File: src/rtl/seg_scan_decoder_pkg.sv
// Shared constants for the seven-segment scan decoder and the matching display driver:
// segment patterns (active-low, bit 0 = a), digit codes, parameter defaults and frame states.
package seg_scan_decoder_pkg;

  localparam int SETTLE_CYCLES_DEFAULT = 4;
  localparam int FRAME_TIMEOUT_DEFAULT = 1_000_000;

  localparam logic [6:0] SEG_0     = 7'h40;
  localparam logic [6:0] SEG_1     = 7'h79;
  localparam logic [6:0] SEG_2     = 7'h24;
  localparam logic [6:0] SEG_3     = 7'h30;
  localparam logic [6:0] SEG_4     = 7'h19;
  localparam logic [6:0] SEG_5     = 7'h12;
  localparam logic [6:0] SEG_6     = 7'h02;
  localparam logic [6:0] SEG_7     = 7'h78;
  localparam logic [6:0] SEG_8     = 7'h00;
  localparam logic [6:0] SEG_9     = 7'h10;
  localparam logic [6:0] SEG_BLANK = 7'h7F;

  localparam logic [3:0] CODE_BLANK   = 4'hF;
  localparam logic [3:0] CODE_ILLEGAL = 4'hE;

  typedef enum logic [1:0] {
    ST_IDLE,
    ST_COLLECT,
    ST_PUBLISH
  } frame_state_e;

  // True when exactly one active-low anode line is driven.
  function automatic logic one_anode_low(input logic [3:0] an);
    return $countones(~an) == 1;
  endfunction

  function automatic logic multi_anode_low(input logic [3:0] an);
    return $countones(~an) > 1;
  endfunction

endpackage

File: src/rtl/seg_scan_decoder_seg7_decode.sv
// Combinational seven-segment pattern to digit-code decoder.
// Unknown patterns map to the illegal code and raise the illegal flag.
module seg7_decode
  import seg_scan_decoder_pkg::*;
(
  input  logic [6:0] pattern,
  output logic [3:0] code,
  output logic       illegal
);

  // NOTE: every output gets a default before the case so no latch is inferred.
  always_comb begin
    code    = CODE_ILLEGAL;
    illegal = 1'b0;
    case (pattern)
      SEG_0:     code = 4'd0;
      SEG_1:     code = 4'd1;
      SEG_2:     code = 4'd2;
      SEG_3:     code = 4'd3;
      SEG_4:     code = 4'd4;
      SEG_5:     code = 4'd5;
      SEG_6:     code = 4'd6;
      SEG_7:     code = 4'd7;
      SEG_8:     code = 4'd8;
      SEG_9:     code = 4'd9;
      SEG_BLANK: code = CODE_BLANK;
      default:   illegal = 1'b1;
    endcase
  end

endmodule

File: src/rtl/seg_scan_decoder.sv
// Recovers the four displayed digits from a multiplexed, active-low seven-segment bus.
// Each stable anode dwell captures one digit; a full set of four is published as a frame.
module seg_scan_decoder
  import seg_scan_decoder_pkg::*;
#(
  parameter int SETTLE_CYCLES = SETTLE_CYCLES_DEFAULT,
  parameter int FRAME_TIMEOUT = FRAME_TIMEOUT_DEFAULT
) (
  input  logic        clk,
  input  logic        reset,
  input  logic [6:0]  seg,
  input  logic [3:0]  an,
  input  logic        err_clear,
  output logic [15:0] digits,
  output logic        frame_strobe,
  output logic        frame_changed,
  output logic        seg_err,
  output logic        an_err,
  output logic        timeout
);

  localparam int CNT_W = $clog2(SETTLE_CYCLES + 1);
  localparam int TMR_W = $clog2(FRAME_TIMEOUT + 1);

  logic [6:0]       seg_s1, seg_s2;
  logic [3:0]       an_s1, an_s2;
  logic [10:0]      prev_bus;
  logic [CNT_W-1:0] settle_cnt;
  logic [TMR_W-1:0] frame_timer;
  logic [3:0]       staging [4];
  logic [15:0]      staging_flat;
  logic [3:0]       mask;
  frame_state_e     state, next_state;

  logic       bus_changed, dwell_done, capture;
  logic [1:0] anode_idx;
  logic [3:0] capture_bit;
  logic [3:0] dec_code;
  logic       dec_illegal;
  logic       publish, discard;

  seg7_decode u_decode (
    .pattern (seg_s2),
    .code    (dec_code),
    .illegal (dec_illegal)
  );

  assign bus_changed  = {seg_s2, an_s2} != prev_bus;
  // Fires on the single cycle the stability counter reaches its limit.
  assign dwell_done   = !bus_changed && (settle_cnt == CNT_W'(SETTLE_CYCLES - 1));
  assign capture      = dwell_done && one_anode_low(an_s2);
  assign capture_bit  = capture ? (4'b0001 << anode_idx) : 4'b0000;
  assign staging_flat = {staging[3], staging[2], staging[1], staging[0]};

  always_comb begin
    anode_idx = 2'd0;
    for (int k = 0; k < 4; k++) begin
      if (!an_s2[k]) anode_idx = 2'(k);
    end
  end

  always_comb begin
    next_state = state;
    publish    = 1'b0;
    discard    = 1'b0;
    case (state)
      ST_IDLE: begin
        if (capture || mask != 4'h0) next_state = ST_COLLECT;
      end
      ST_COLLECT: begin
        if (mask == 4'hF) begin
          next_state = ST_PUBLISH;
          publish    = 1'b1;
        end else if (frame_timer == TMR_W'(FRAME_TIMEOUT - 1)) begin
          next_state = ST_IDLE;
          discard    = 1'b1;
        end
      end
      ST_PUBLISH: begin
        // A digit captured on the publish edge already starts the next frame.
        next_state = (capture || mask != 4'h0) ? ST_COLLECT : ST_IDLE;
      end
      default: next_state = ST_IDLE;
    endcase
  end

  // NOTE: sequential state uses non-blocking assignments so every register samples pre-edge values.
  always_ff @(posedge clk) begin
    if (reset) begin
      seg_s1        <= '1;
      seg_s2        <= '1;
      an_s1         <= '1;
      an_s2         <= '1;
      prev_bus      <= '1;
      settle_cnt    <= '0;
      frame_timer   <= '0;
      mask          <= '0;
      state         <= ST_IDLE;
      digits        <= 16'hFFFF;
      frame_strobe  <= 1'b0;
      frame_changed <= 1'b0;
      timeout       <= 1'b0;
      seg_err       <= 1'b0;
      an_err        <= 1'b0;
      // NOTE: the four-entry staging array is reset explicitly; an unwritten slot must read as blank.
      for (int k = 0; k < 4; k++) staging[k] <= CODE_BLANK;
    end else begin
      seg_s1   <= seg;
      seg_s2   <= seg_s1;
      an_s1    <= an;
      an_s2    <= an_s1;
      prev_bus <= {seg_s2, an_s2};

      if (bus_changed)                                settle_cnt <= '0;
      else if (settle_cnt != CNT_W'(SETTLE_CYCLES))  settle_cnt <= settle_cnt + 1'b1;

      if (capture) staging[anode_idx] <= dec_code;

      if (discard)      mask <= 4'h0;
      else if (publish) mask <= capture_bit;
      else              mask <= mask | capture_bit;

      state       <= next_state;
      frame_timer <= (next_state == ST_COLLECT && state == ST_COLLECT) ? frame_timer + 1'b1 : '0;

      frame_strobe  <= publish;
      frame_changed <= publish && (staging_flat != digits);
      if (publish) digits <= staging_flat;
      timeout <= discard;

      // A new error in the same cycle as err_clear keeps the flag set.
      seg_err <= (seg_err & ~err_clear) | (capture & dec_illegal);
      an_err  <= (an_err & ~err_clear) | (dwell_done & multi_anode_low(an_s2));
    end
  end

endmodule

File: config.mk
export PLATFORM = sky130hd
export DESIGN_NAME = seg_scan_decoder
export DESIGN_NICKNAME = d
export VERILOG_FILES = /design/src/rtl/seg_scan_decoder_pkg.sv /design/src/rtl/seg_scan_decoder_seg7_decode.sv /design/src/rtl/seg_scan_decoder.sv
export SDC_FILE = /design/constraint.sdc
export NUM_CORES = 1
export LEC_CHECK = 0
export CORE_MARGIN = 10
export CORE_UTILIZATION = 57
export DETAILED_ROUTE_END_ITERATION = 8
export PLACE_DENSITY = 0.78
export SLEW_MARGIN = 40
export SYNTH_ARGS = -nofsm -noshare
export SYNTH_HDL_FRONTEND = slang
export SYNTH_SLANG_ARGS = --single-unit
File: constraint.sdc
create_clock -name clk -period 3.47 [get_ports clk]
set_input_delay 0.347 -clock clk [delete_from_list [all_inputs] [get_ports clk]]
set_output_delay 0.347 -clock clk [all_outputs]
set_load 0.01 [all_outputs]
======== Yosys cells after proc, flatten, opt, wreduce, memory -nomap -nowiden ========
Memory sizes are Yosys's and may differ from the RTL's.
Cells that the tools add are included.
word-level totals
  bits in registers ....................... 83
  memory bits (writable) .................. 16
  input port bits ......................... 14
  output and inout bits ................... 21
  word-level logic and storage cells ...... 92
  memories ................................ 1
operators by class
  add/subtract/negate cells ............... 5
  order comparisons ....................... 1
  equality and inequality tests ........... 20
  shifts and indexed selects .............. 1
  mux-type cells .......................... 25
  bitwise logic cells ..................... 10
  reduce and logical (&&, ||, !) cells .... 14
memory list
  name     words  width  read ports  clocked after Yosys merged registers in  write ports  RTL line                source
  staging  4      4      4           0                                        4            seg_scan_decoder.sv:30  logic [3:0] staging [4];
operators with widths
  operator                 count
  $pmux W4 S11             1
  $eq A32 B2 Y1 const B    1
  $eq A7 B7 Y1 const B     4
  $eq A7 B5 Y1 const B     3
  $add A20 B1 Y20 const B  1
  $eq A20 B20 Y1 const B   1
  $ne A16 B16 Y1           1
  $eq A7 B6 Y1 const B     2
  $mux W1                  14
  $mux W2                  6
  $mux W4                  3
  $ne A11 B11 Y1           1
  $reduce_or A11 Y1        1
  $eq A7 B2 Y1 const B     1
  $logic_not A7 Y1         1
  $pmux W2 S3              1
  $reduce_or A2 Y1         3
  $add A1 B1 Y2            2
  $and A1 B1 Y1            4
  $eq A2 B1 Y1 const B     2
  $eq A4 B4 Y1 const B     1
  $logic_and A1 B1 Y1      4
  $not A4 Y4               1
  $or A4 B4 Y4             1
  other kinds (14)         16

======== Logic depth before layout (Yosys ltp) ========
Gate-level depths: netlist of run 1.
  word-level depth ........................ 12
  gate-level depth with buffers ........... 10
  depth with buffers taken out ............ 10

======== Cells and area by module ========
A second synthesis of run 1 with hierarchy kept.
unflattened totals
  cell total of the unflattened synthesis .. 459
  area total of the unflattened synthesis .. 4461.8 µm²
modules (own cells, without submodules)
  module            instances  cells each  area an instance (µm²)  seq. area each (µm²)
  seg_scan_decoder  1          422         4215.3                  2142.1
  seg7_decode       1          37          246.5                   0.0

======== Worst setup path before layout of run 1 ========
OpenSTA, ideal clock, no wires.
  path type ............................... reg-to-reg
  start point ............................. reg an_s2[1]
  end point ............................... mem staging[1][3], data pin
  setup time .............................. 277 ps
  arrival time ............................ 2346 ps
  required time ........................... 3193 ps
  path slack .............................. 847 ps
  stages on the path, launching flop included .. 10
  buffers on the path ..................... 0
  clock period less this slack ............ 2623 ps
  cells stage by stage .................... dfxtp_1 -> fa_1 -> inv_1 -> ha_1 -> inv_1 -> ha_1 -> nor3b_1 -> or2b_2 -> nor3_1 -> nand4_1
RTL lines
  what                    RTL line                 source
  start, declared         seg_scan_decoder.sv:26   logic [3:0] an_s1, an_s2;
  start signal, assigned  seg_scan_decoder.sv:111  an_s2 <= an_s1;
  end, declared           seg_scan_decoder.sv:30

==> results.py, run 1 <==
metrics = {
    "critical_path": {
        "r2r_end": "staging[0][2]$_SDFFCE_PN1P_",
        "r2r_start": "an_s2[3]$_SDFF_PP1_",
        "worstPathArrival_ns": 3.09,
        "critPathKind": "reg2reg",
        "crit_path_max_fanout": 9,
        "cp_data_required_time_ns": 3.53,
        "cp-start-kind": "flop",
        "cp_num_buf_inv": 2,
        "startpoint": "an_s2[3]$_SDFF_PP1_",
        "cp_cell_sequence": "fa_1 -> inv_1 -> ha_1 -> inv_1 -> ha_1 -> nor3b_1 -> nand2_1 -> nor4_4 -> nand4_1 -> nand2b_1",
        "cpPeakStageDelay_ns": 0.54,
        "slowest_stage": "dfxtp_1",
        "crit_path_end_kind": "flop",
        "reg2reg_slack_ns": 0.44,
        "cp.depth": 10,
        "rr_worst_depth": 10,
        "path_delay_family": "simple AND/OR/NAND/NOR gates",
        "endpoint": "staging[0][2]$_SDFFCE_PN1P_",
    },
    "route": {
        "first_iter_violations": 217,
        "ant_nets": 0,
        "drt_pass1_iterations": 4,
        "drc": 0,
        "totalWireLength_mm": 7.424,
        "avgRoutedWirePerCell_um": 13.28,
        "via_per_inst": 5.252,
        "via_count": 2936,
    },
    "run_status": {
        "outcome": "completed",
    },
    "yosys": {
        "synth_edf_count": 16,
        "ys_ff_latch": 99,
        "avgSynthCellArea_um2": 9.966,
        "syn_inst": 428,
        "synth_seq_area_share": 0.5022,
        "netlist_area_um2": 4265,
        "synth_top_area_frac": 0.3896,
        "async_flop_share": 0,
        "synth_flop_cell": "dfxtp_1",
        "synth_nets": 450,
        "ys_types": 55,
        "synth.largest_area_cell": "dfxtp_1",
        "ys_warn_count": 0,
        "synthTopCellsByArea": "dfxtp_1 (39%), edfxtp_1 (11%), xnor2_1 (6.6%), nand2_1 (5.0%), or2_2 (4.8%)",
    },
    "clock_network": {
        "clock_latency_ns": 0.36,
        "post_cts_resized": 0,
        "clkTransAtPathRegs_ns": 0.09,
        "cts_buffers": 9,
        "htreeDepth": 3,
        "clock-sinks": 99,
        "root_buffer": "clkbuf_8",
        "postCtsSetupBuffers": 0,
        "cts_buffer_depth": 2,
        "cts_tree": "yes",
        "ctsHoldBuffers": 0,
    },
    "placed_design": {
        "place_congestion": 0.8439,
        "io_buffers": 34,
        "dpl_cell_area_um2": 4621,
        "place_hpwl_mm": 5.392,
    },
    "pwr": {
        "ir_worst_vdd_mv": 0.2163,
        "design_power_total_mw": 2.081,
        "leakage_nw": 1.755,
        "powerDensity_nw_per_um2": 429.9,
    },
    "grt": {
        "first_global_vias": 2760,
        "grt_max_degree": 29,
        "grt_pass1_wl_mm": 12.41,
        "antenna_found_initial": 0,
        "overflow": 0,
        "grt_use_total": 0.1325,
    },
    "floorplan": {
        "dieArea_um2": 11340,
        "die_x_um": 106.5,
        "die_h_um": 106.5,
        "coreArea_um2": 7253,
        "boundaryPins": 35,
        "initial_utilization": 0.5881,
        "row_count": 31,
    },
    "sta": {
        "fin_crit_sh": 0.8735,
        "slew_violations": 0,
        "rsz0062_at_grt": "false",
        "finalSetupTns_ns": 0,
        "hold_viol_final": 0,
        "fin_crit_ns": 3.031,
        "slew_headroom": 0.5334,
        "worst_pin_slew_ns": 0.6946,
        "final-setup-viol-count": 0,
        "finalClockSkew_ns": 0.01028,
        "fmax_ghz": 0.3299,
    },
    "cells_and_area": {
        "insertedDiodeCount": 0,
        "drive_above_1_share": 0.1435,
        "design_area_um2": 4842,
        "layout.nets": 477,
        "syn2layout_area_growth_pct": 13.52,
        "nFillCells": 600,
    },
    "job": {
        "maxCapViolCount": 0,
    },
    "worst_hold_path": {
        "hp-class": "reg2reg",
    },
}
-- how the worst min path moves through the flow --
stage | startpoint | endpoint | slack, ns | depth (start not counted)
final | seg_s1[2]$_SDFF_PP1_ | seg_s2[2]$_SDFF_PP1_ | 0.41 | 1
after global routing | seg_s1[6]$_SDFF_PP1_ | seg_s2[6]$_SDFF_PP1_ | 0.42 | 1
after CTS | seg_s1[2]$_SDFF_PP1_ | seg_s2[2]$_SDFF_PP1_ | 0.42 | 1
after detailed placement | seg_s1[2]$_SDFF_PP1_ | seg_s2[2]$_SDFF_PP1_ | 0.39 | 1
after global placement | seg_s1[0]$_SDFF_PP1_ | seg_s2[0]$_SDFF_PP1_ | 0.39 | 1
after floorplan | an_s1[0]$_SDFF_PP1_ | an_s2[0]$_SDFF_PP1_ | 0.39 | 1
-- worst register-to-register path, cell delays in order (launching register included) --
cell and delay, ns:
dfxtp_1 0.54, fa_1 0.48, inv_1 0.06, ha_1 0.17, inv_1 0.06, ha_1 0.27, nor3b_1 0.33, nand2_1 0.14
nor4_4 0.32, nand4_1 0.17, nand2b_1 0.20
-- logic make-up (layout without fill, tap and decap cells) --
family,count (synthesis),in the layout,synth area share
buf+inv,31,63,0.03960
flops,99,99,0.5022
simple gates,223,223,0.3045
xor+xnor,47,47,0.09827
compound gates,20,20,0.03022
fa+ha+maj,8,8,0.02523
-- state kept, by name (all words and copies together) (netlist names), 3 cells and up --
register / flops
frame_timer: 20
digits: 16
staging: 16
prev_bus: 11
seg_s1: 7
seg_s2: 7
an_s1: 4
an_s2: 4
mask: 4
settle_cnt: 3
-- synthesized netlist by cell type (all sizes together) (14+ instances only) --
library cell / instances
clkbuf: 16
dfxtp: 83
edfxtp: 16
nand2: 57
nand3: 19
nand3b: 18
nand4: 18
nor2: 31
or2: 33
xnor2: 33
xor2: 14
-- layout make-up --
cell class                 instances  area [um2]  area share
tap                               99       123.9     0.02558
clock inverter                     5       58.81     0.01214
clock buffer                      11       162.7     0.03359
sequential                        99        2142      0.4424
inverter                          10       37.54    0.007752
timing repair buffer              37       362.8     0.07494
multi-input combinational        298        1954      0.4036
-- where the power goes --
group | total, mW | leakage (nW) | internal [mW] | switching (mW)
logic | 0.112 | 0.865 | 0.0559 | 0.0557
clock network | 0.774 | 0.107 | 0.396 | 0.378
registers | 1.20 | 0.784 | 1.18 | 0.0165
total | 2.08 | 1.76 | 1.63 | 0.450
-- per-layer routing --
metal	share of wire	vias to the layer above	wire length (um)	track usage
met1	0.45	1369	3345	0.1541
met3	0.048	14	360	0.03684
met4	0.020	0	145	0.06576
met2	0.48	60	3573	0.2200
li1	-	1493	-	-
met5	0	-	0	0
-- stage by stage --
stage | setup slack [ns] | cells | hold WS (ns) | utilization
global route | 0.1628 | 559 | 0.4242 | 0.6676
global placement | 0.5600 | 543 | 0.3910 | 0.6371
detailed placement | 0.4574 | 543 | 0.3929 | 0.6371
floorplan | 0.8468 | 428 | 0.3895 | -
CTS | 0.4232 | 559 | 0.4153 | 0.6676
finish | 0.4390 | 559 | 0.4134 | 0.6676
-- cells in the final DEF (no fill, tap or decap), types with 10 or more instances in the layout --
master,count
nor2_1,31
xnor2_1,32
nand3b_1,18
nand2_1,57
clkdlybuf4s50_1,34
clkbuf_8,10
nand3_1,17
xor2_1,14
dfxtp_1,83
a21oi_1,10
edfxtp_1,16
or2_2,33
inv_1,10
nand4_1,16
(Power assumes the default switching activity.)
==> run 2, diff against run 1 <==
Settings changed: CTS_CLUSTER_SIZE set to 28.
==> results of run 2 <==
The final DEF is identical to that of run 1; final timing and power are the same.
==> run 3, diff against run 2 <==
Settings changed: CTS_BUF_LIST set to sky130_fd_sc_hd__clkbuf_16, MAX_ROUTING_LAYER set to met4.
==> run 3 against run 2 <==
  * Largest cell class unchanged
  * Clock skew is 0.0033 ns lower
  * Die area did not move
  * Via count grew 0.65%
==> results.py, run 3 (synthesized netlist as in run 1, its figures left out) <==
metrics = {
    "clock_network": {
        "root_buffer": "clkbuf_16",
        "postCtsSetupBuffers": 0,
        "clock_latency_ns": 0.34,
        "ctsHoldBuffers": 0,
        "post_cts_resized": 0,
        "htreeDepth": 3,
        "clock-sinks": 99,
        "cts_tree": "yes",
        "clkTransAtPathRegs_ns": 0.06,
        "cts_buffers": 9,
        "cts_buffer_depth": 2,
    },
    "grt": {
        "grt_pass1_wl_mm": 12.72,
        "first_global_vias": 2812,
        "antenna_found_initial": 0,
        "grt_use_total": 0.1404,
        "overflow": 0,
        "grt_max_degree": 29,
    },
    "cells_and_area": {
        "multi_input_comb_area_um2": 1954,
        "largest_register_ff_count": 20,
        "seq_area_um2": 2142,
        "drive_above_1_share": 0.1413,
        "nFillCells": 581,
        "design_area_um2": 4933,
        "final_common_cell": "dfxtp_1",
        "reg_top3": "frame_timer: 20 flops, digits: 16 flops, staging: 16 flops",
        "regMostFlops": "frame_timer",
        "insertedDiodeCount": 0,
        "utilization": 0.6802,
        "layout.nets": 477,
        "layout_common_cells": "dfxtp_1 (83), nand2_1 (57), clkdlybuf4s50_1 (34)",
        "syn2layout_area_growth_pct": 15.66,
    },
    "sta": {
        "worst_pin_slew_ns": 0.7023,
        "finalSetupTns_ns": 0,
        "fin_crit_ns": 3.035,
        "worst_slack_ns": 0.4353,
        "finalClockSkew_ns": 0.006984,
        "fin_crit_sh": 0.8745,
        "rsz0062_at_grt": "false",
        "fmax_ghz": 0.3295,
        "slew_violations": 0,
        "final-setup-viol-count": 0,
        "hold_viol_final": 0,
        "slew_headroom": 0.5282,
    },
    "floorplan": {
        "boundaryPins": 35,
        "initial_utilization": 0.5881,
        "coreArea_um2": 7253,
        "dieArea_um2": 11340,
        "die_x_um": 106.5,
        "row_count": 31,
        "die_h_um": 106.5,
    },
    "critical_path": {
        "cp_data_required_time_ns": 3.50,
        "cp_cell_sequence": "fa_1 -> inv_1 -> ha_1 -> inv_1 -> ha_1 -> nor3b_1 -> nand2_1 -> nor4_4 -> nand4_1 -> nand2b_1",
        "path_delay_family": "simple AND/OR/NAND/NOR gates",
        "worstPathArrival_ns": 3.07,
        "cpPeakStageDelay_ns": 0.53,
        "critPathKind": "reg2reg",
        "cp-start-kind": "flop",
        "cp_num_buf_inv": 2,
        "crit_path_end_kind": "flop",
        "slowest_stage": "dfxtp_1",
        "crit_path_max_fanout": 9,
    },
    "route": {
        "ant_nets": 0,
        "via_count": 2955,
        "first_iter_violations": 169,
        "totalWireLength_mm": 7.556,
        "avgRoutedWirePerCell_um": 13.52,
        "drc": 0,
        "via_per_inst": 5.286,
        "drt_pass1_iterations": 4,
    },
    "placed_design": {
        "io_buffers": 34,
        "pre_cts_ws_ns": 0.4574,
        "place_hpwl_mm": 5.392,
        "place_congestion": 0.8570,
        "dpl_cell_area_um2": 4621,
    },
    "pwr": {
        "powerDensity_nw_per_um2": 468.8,
        "leakage_nw": 1.796,
        "ir_worst_vdd_mv": 0.2648,
    },
    "run_status": {
        "outcome": "completed",
    },
    "worst_hold_path": {
        "hp-class": "reg2reg",
    },
    "job": {
        "maxCapViolCount": 0,
    },
}
run 3: per-layer routing:
metal  vias to the layer above  track usage  part of all wire  routed length (um)
met5                         -            -                 0                   0
met1                      1381       0.1575              0.46                3456
met4                         0      0.06770             0.020                 149
met3                        14      0.04167             0.048                 366
li1                       1500            -                 -                   -
met2                        60       0.2253              0.47                3584
run 3: worst paths after layout:
path	start	to	slack [ns]	depth (start not counted)
worst min register to register	seg_s1[2]$_SDFF_PP1_	seg_s2[2]$_SDFF_PP1_	0.41	1
worst min-delay path	seg_s1[2]$_SDFF_PP1_	seg_s2[2]$_SDFF_PP1_	0.41	1
worst max-delay path	an_s2[3]$_SDFF_PP1_	staging[0][3]$_SDFFCE_PN1P_	0.44	10
worst max register to register	an_s2[3]$_SDFF_PP1_	staging[0][3]$_SDFFCE_PN1P_	0.44	10
run 3: final cells by class:
cell class / count / area share
Clock buffer: 10 / 0.05072
Multi-Input combinational cell: 298 / 0.3961
Sequential cell: 99 / 0.4342
Clock inverter: 6 / 0.01268
Inverter: 10 / 0.007608
Timing Repair Buffer: 37 / 0.07355
Tap cell: 99 / 0.02511
run 3: stage by stage:
step	total power, mW	std cells	hold WS, ns
floorplan	1.307	428	0.3895
global route	2.396	559	0.4173
detailed placement	1.334	543	0.3929
global placement	1.331	543	0.3910
CTS	2.332	559	0.4085
finish	2.313	559	0.4074
run 3: power by group:
group | leakage, nW | switching (mW) | internal, mW
Clock | 0.147 | 0.406 | 0.599
Sequential | 0.784 | 0.0166 | 1.18
Combinational | 0.865 | 0.0554 | 0.0558
Total | 1.80 | 0.478 | 1.84
